**src/rtl/alu_acc_stage.sv**
```systemverilog
`default_nettype none
// ============================================================================
//  Module   : alu_acc_stage
//  Brief    : Registered accumulator stage fed by the 16-bit inverter. Performs
//             load / add / subtract / negate / complement / clear into an
//             accumulator and presents the result plus Z/N/C/V/ERR flags on a
//             valid/ready output port (1-cycle latency, 1 result per cycle).
//  Options  : `define ALU_ACC_SAT_EN makes ADD, SUB and NEG saturate on signed
//             overflow instead of wrapping.
//  Revision : 1.0 - initial release
// ============================================================================
module alu_acc_stage #(
  parameter int WIDTH = 16
) (
  input  logic             clk,
  input  logic             rst,
  input  logic             in_valid,
  output logic             in_ready,
  input  logic [2:0]       opcode,
  input  logic [WIDTH-1:0] b,
  input  logic [WIDTH-1:0] b_inv,
  output logic             res_valid,
  input  logic             res_ready,
  output logic [WIDTH-1:0] result,
  output logic             flag_z,
  output logic             flag_n,
  output logic             flag_c,
  output logic             flag_v,
  output logic             flag_err
);

  localparam logic [2:0] C_OP_NOP  = 3'b000;
  localparam logic [2:0] C_OP_LOAD = 3'b001;
  localparam logic [2:0] C_OP_ADD  = 3'b010;
  localparam logic [2:0] C_OP_SUB  = 3'b011;
  localparam logic [2:0] C_OP_NEG  = 3'b100;
  localparam logic [2:0] C_OP_NOT  = 3'b101;
  localparam logic [2:0] C_OP_CLR  = 3'b110;

  localparam logic [WIDTH:0]   C_ONE = {{WIDTH{1'b0}}, 1'b1};
  localparam logic [WIDTH-1:0] C_MIN = {1'b1, {(WIDTH-1){1'b0}}};
`ifdef ALU_ACC_SAT_EN
  localparam logic [WIDTH-1:0] C_MAX = {1'b0, {(WIDTH-1){1'b1}}};
`endif

  typedef enum logic [0:0] {
    ST_EMPTY = 1'b0,
    ST_FULL  = 1'b1
  } state_t;

  state_t           state_q, state_d;
  logic [WIDTH-1:0] acc_q, acc_d;
  logic             z_q, z_d;
  logic             n_q, n_d;
  logic             c_q, c_d;
  logic             v_q, v_d;
  logic             err_q, err_d;

  logic             w_accept;
  logic [WIDTH:0]   w_sum_add;
  logic [WIDTH:0]   w_sum_sub;
  logic [WIDTH:0]   w_sum_neg;
  logic [WIDTH-1:0] w_new_acc;
  logic             w_new_c;
  logic             w_new_v;
  logic             w_new_err;

  assign res_valid = (state_q == ST_FULL);
  // A full register can take a new operation only when it is drained in the same edge.
  assign in_ready  = !res_valid || res_ready;
  assign w_accept  = in_valid && in_ready;

  assign result   = acc_q;
  assign flag_z   = z_q;
  assign flag_n   = n_q;
  assign flag_c   = c_q;
  assign flag_v   = v_q;
  assign flag_err = err_q;

  // Operation datapath: new accumulator value and C/V/ERR for the presented opcode.
  always_comb begin
    w_sum_add = {1'b0, acc_q} + {1'b0, b};
    w_sum_sub = {1'b0, acc_q} + {1'b0, b_inv} + C_ONE;
    w_sum_neg = {1'b0, b_inv} + C_ONE;
    w_new_acc = acc_q;
    w_new_c   = 1'b0;
    w_new_v   = 1'b0;
    w_new_err = 1'b0;
    case (opcode)
      C_OP_NOP:  w_new_acc = acc_q;
      C_OP_LOAD: w_new_acc = b;
      C_OP_ADD: begin
        w_new_acc = w_sum_add[WIDTH-1:0];
        w_new_c   = w_sum_add[WIDTH];
        w_new_v   = (acc_q[WIDTH-1] == b[WIDTH-1]) &&
                    (w_sum_add[WIDTH-1] != acc_q[WIDTH-1]);
      end
      C_OP_SUB: begin
        w_new_acc = w_sum_sub[WIDTH-1:0];
        w_new_c   = w_sum_sub[WIDTH];
        w_new_v   = (acc_q[WIDTH-1] != b[WIDTH-1]) &&
                    (w_sum_sub[WIDTH-1] != acc_q[WIDTH-1]);
      end
      C_OP_NEG: begin
        w_new_acc = w_sum_neg[WIDTH-1:0];
        w_new_c   = w_sum_neg[WIDTH];
        w_new_v   = (b == C_MIN);
      end
      C_OP_NOT:  w_new_acc = b_inv;
      C_OP_CLR:  w_new_acc = '0;
      default: begin
        // Reserved opcode: accumulator untouched, error flag raised.
        w_new_acc = acc_q;
        w_new_err = 1'b1;
      end
    endcase
`ifdef ALU_ACC_SAT_EN
    // Overflow direction: NEG can only overflow positive; ADD/SUB overflow
    // toward the sign opposite to the original accumulator.
    if (w_new_v) begin
      if ((opcode == C_OP_NEG) || !acc_q[WIDTH-1]) begin
        w_new_acc = C_MAX;
      end else begin
        w_new_acc = C_MIN;
      end
    end
`endif
  end

  // Next-state and register update: everything moves only on an accepted request.
  always_comb begin
    state_d = state_q;
    acc_d   = acc_q;
    z_d     = z_q;
    n_d     = n_q;
    c_d     = c_q;
    v_d     = v_q;
    err_d   = err_q;
    if (w_accept) begin
      state_d = ST_FULL;
      acc_d   = w_new_acc;
      z_d     = (w_new_acc == '0);
      n_d     = w_new_acc[WIDTH-1];
      c_d     = w_new_c;
      v_d     = w_new_v;
      err_d   = w_new_err;
    end else if (res_ready) begin
      state_d = ST_EMPTY;
    end
  end

  // State and result registers with synchronous reset.
  always_ff @(posedge clk) begin
    if (rst) begin
      state_q <= ST_EMPTY;
      acc_q   <= '0;
      z_q     <= 1'b0;
      n_q     <= 1'b0;
      c_q     <= 1'b0;
      v_q     <= 1'b0;
      err_q   <= 1'b0;
    end else begin
      state_q <= state_d;
      acc_q   <= acc_d;
      z_q     <= z_d;
      n_q     <= n_d;
      c_q     <= c_d;
      v_q     <= v_d;
      err_q   <= err_d;
    end
  end

endmodule
`default_nettype wire

```
**config.mk**
```make
export PLATFORM = sky130hd
export DESIGN_NAME = alu_acc_stage
export DESIGN_NICKNAME = d
export VERILOG_FILES = /design/src/rtl/alu_acc_stage.sv
export SDC_FILE = /design/constraint.sdc
export NUM_CORES = 1
export LEC_CHECK = 0
export BUFFER_PORTS_ARGS = -buffer_cell sky130_fd_sc_hd__buf_4
export CAP_MARGIN = 20
export CORE_ASPECT_RATIO = 1.2
export CORE_MARGIN = 2
export CORE_UTILIZATION = 58
export CTS_CLUSTER_SIZE = 10
export DETAILED_ROUTE_END_ITERATION = 6
export GPL_ROUTABILITY_DRIVEN = 1
export HOLD_SLACK_MARGIN = 0.06
export PLACE_DENSITY = 0.88
export SYNTH_ARGS = -nofsm -noshare
export SYNTH_HDL_FRONTEND = slang
export SYNTH_SLANG_ARGS = --single-unit
```
**constraint.sdc**
```tcl
create_clock -name clk -period 4.09 [get_ports clk]
set_clock_uncertainty 0.15 [all_clocks]
set_input_delay 0 -clock clk [delete_from_list [all_inputs] [get_ports clk]]
set_output_delay 0 -clock clk [all_outputs]
set_load 0.02 [all_outputs]
```
==> flow_summary.json <==
{
  "outcome": "finished clean",
  "rows": 30,
  "max_freq_mhz": 279,
  "final_hold_viol_count": 0,
  "yosys-top-cells-count": "a21oi_1, nor2_1, nand2_1",
  "drc": 0,
  "cap_violations": 0,
  "p_total_mw": 0.936,
  "hold_ws_ns": 0.106,
  "synth_seq_cells": 21,
  "cp.arrival_ns": 3.62,
  "drive_gt1_share_pct": 13.7,
  "synth_top_area_cell": "ha_1",
  "clkLatencyLatePin_ns": 0.27,
  "setup_tns_ns": 0,
  "port_buffers": 61,
  "grt_pass1_vias": 3969,
  "fin_crit_sh_pct": 87.6,
  "rsz0062_at_grt": "false",
  "stdcell_count": 635,
  "startpoint_type": "register",
  "n_antenna_cell": 0,
  "cts_tree": "done",
  "cts_max_path_buffers": 2,
  "synth_most_common_cell": "a21oi_1",
  "avgViaCountPerCell": 6.82,
  "die_h_um": 89,
  "ir_worst_vdd_mv": 0.135,
  "ios": 62,
  "cts_max_level": 1,
  "ctsRootBufferMaster": "clkbuf_8",
  "pwr_density_cell_nw_per_um2": 229,
  "synth_ff_type": "dfxtp_1",
  "cp-end-kind": "register",
  "die_w_um": 74.8,
  "min_path_type": "input pin to register",
  "final_max_slew_viol_count": 0,
  "initial_core_util_pct": 60.8,
  "path_max_fanout": 5,
  "grt_usage_pct": 36.6,
  "required_ns": 4.12,
  "yosysSeqAreaShare_pct": 12.0,
  "syn-num-nets": 576,
  "synth_area_leaders": "ha_1, dfxtp_1, a21oi_1",
  "grt_first_pass_wirelength_um": 18800,
  "drt-initial-drc-count": 446,
  "syn_to_final_growth_pct": 16.9,
  "synth_warnings": 0,
  "synth_cells": 501,
  "fin_ws_ns": 0.507,
  "die_area_um2": 6660,
  "core_um2": 5740,
  "routedWlPerCell_um": 19.0,
  "final_nets": 631,
  "p_leak_nw": 1.74,
  "cts_resized": 0,
  "synth_edf_count": 0,
  "async_flop_share_pct": 0,
  "vias": 4332,
  "syn_avg_cell_area_um2": 6.97,
  "setup_violations": 0,
  "antenna_found_initial": 0,
  "numCtsBuffers": 3,
  "period_needed_ns": 3.58,
  "overflow": 0,
  "worst_pin_slew_ns": 0.838,
  "finalWirelength_um": 12000,
  "dpl.hpwl_um": 9150,
  "gp_congestion": 1.00,
  "synth_cell_type_count": 69,
  "synth_area_um2": 3490,
  "crit_type": "register to register",
  "netlist.area_leader.share_pct": 12.2,
  "placed_cells": 622,
  "cts_sinks": 21,
  "relSlewSlack_pct": 43.4,
  "cts.reportedPaths.clkPinSlew_ns": 0.10,
  "dr.pass1.iters": 7,
  "place_ws_ns": 0.610,
  "grt_max_degree": 41,
  "ant_nets": 0
}
[worst max-delay path, cell delays in order, from the launching register on]
cell      delay, ns
dfxtp_1        0.42
inv_1          0.09
ha_1           0.18
inv_1          0.06
fa_1           0.20
a21oi_1        0.11
o32ai_1        0.49
nor2_1         0.10
xor2_1         0.15
nor2_1         0.06
o32a_1         0.36
a2111o_1       0.30
or4b_1         0.53
o41ai_2        0.29
[cell families after synthesis]
logic type	synth area share, %
AO/OA/AOI/OAI	34.6
multiplexers	0.860
buffers and inverters	5.91
flip-flops	12.0
AND/OR/NAND/NOR	25.4
XOR/XNOR	7.77
adder cells (fa/ha/maj)	13.3
[sequential cells by signal (all words and copies together) (netlist names)]
name	flops
flag_c	1
res_valid	1
result	16
flag_v	1
flag_err	1
flag_z	1
[timing repair]
item	4_1_cts	5_1_grt
hold endpoints to repair	20	0
hold buffers	9	0
buffers inserted	0	0
[metrics by stage]
stage                     instance area [um2]  utilization, %
after detailed placement                 3950            68.7
after global placement                   3950            68.7
after global routing                     4080            71.1
after floorplan                          3490               -
after CTS                                4080            71.1
final                                    4080            71.1
[cell type report]
type	count	area, um2
Clock buffer	3	41.3
Clock inverter	1	5.00
Fill cell	521	1660
Inverter	23	86.3
Multi-Input combinational cell	435	2870
Sequential cell	21	420
Tap cell	80	100
Timing Repair Buffer	72	563
[power by group]
group	switching, mW	internal, mW	leakage, nW
Combinational	0.312	0.225	1.54
Sequential	0.0275	0.220	0.172
Clock	0.0833	0.0683	0.0255
Total	0.423	0.513	1.74
[routing by layer]
layer	share of wire, %	GRT usage (%)
met1	36	42.0
met2	49	65.1
met3	8.7	4.17
met4	6.4	20.0
met5	0	0
[worst paths after layout]
kind	start	to	slack, ns	cells after the start
hold reg to reg	flag_err	flag_err	0.33	2
setup reg to reg	result[0]	flag_z	0.51	13
hold / removal	b_inv[10]	flag_c	0.11	5
setup / recovery	result[0]	flag_z	0.51	13
[placed cells by master (no fill, tap or decap), types with 3 or more instances in the layout]
cell type      instances
and3_1                 5
o31ai_1                3
a211oi_1              10
o211a_1                3
o21bai_1               4
clkbuf_8               3
a21o_1                 7
nand2_1               47
and2_1                 4
nor2_1                49
a21oi_1               63
nand3_1               16
ha_1                  34
a311oi_1               3
inv_1                 22
o32a_1                 5
o32ai_1                3
buf_4                 63
a31oi_1                4
dfxtp_1               21
nand2b_1              10
o22ai_1                8
mux2i_1                3
or3_1                  4
nor3_1                13
xnor2_1               20
nor4_1                 7
nand3b_1               4
xor2_1                11
o21ai_0               28
o21a_1                10
nand4_1                4
o211ai_1              11
dlygate4sd3_1          9
nor2b_1                7
Power figures use the tool's default switching activity.
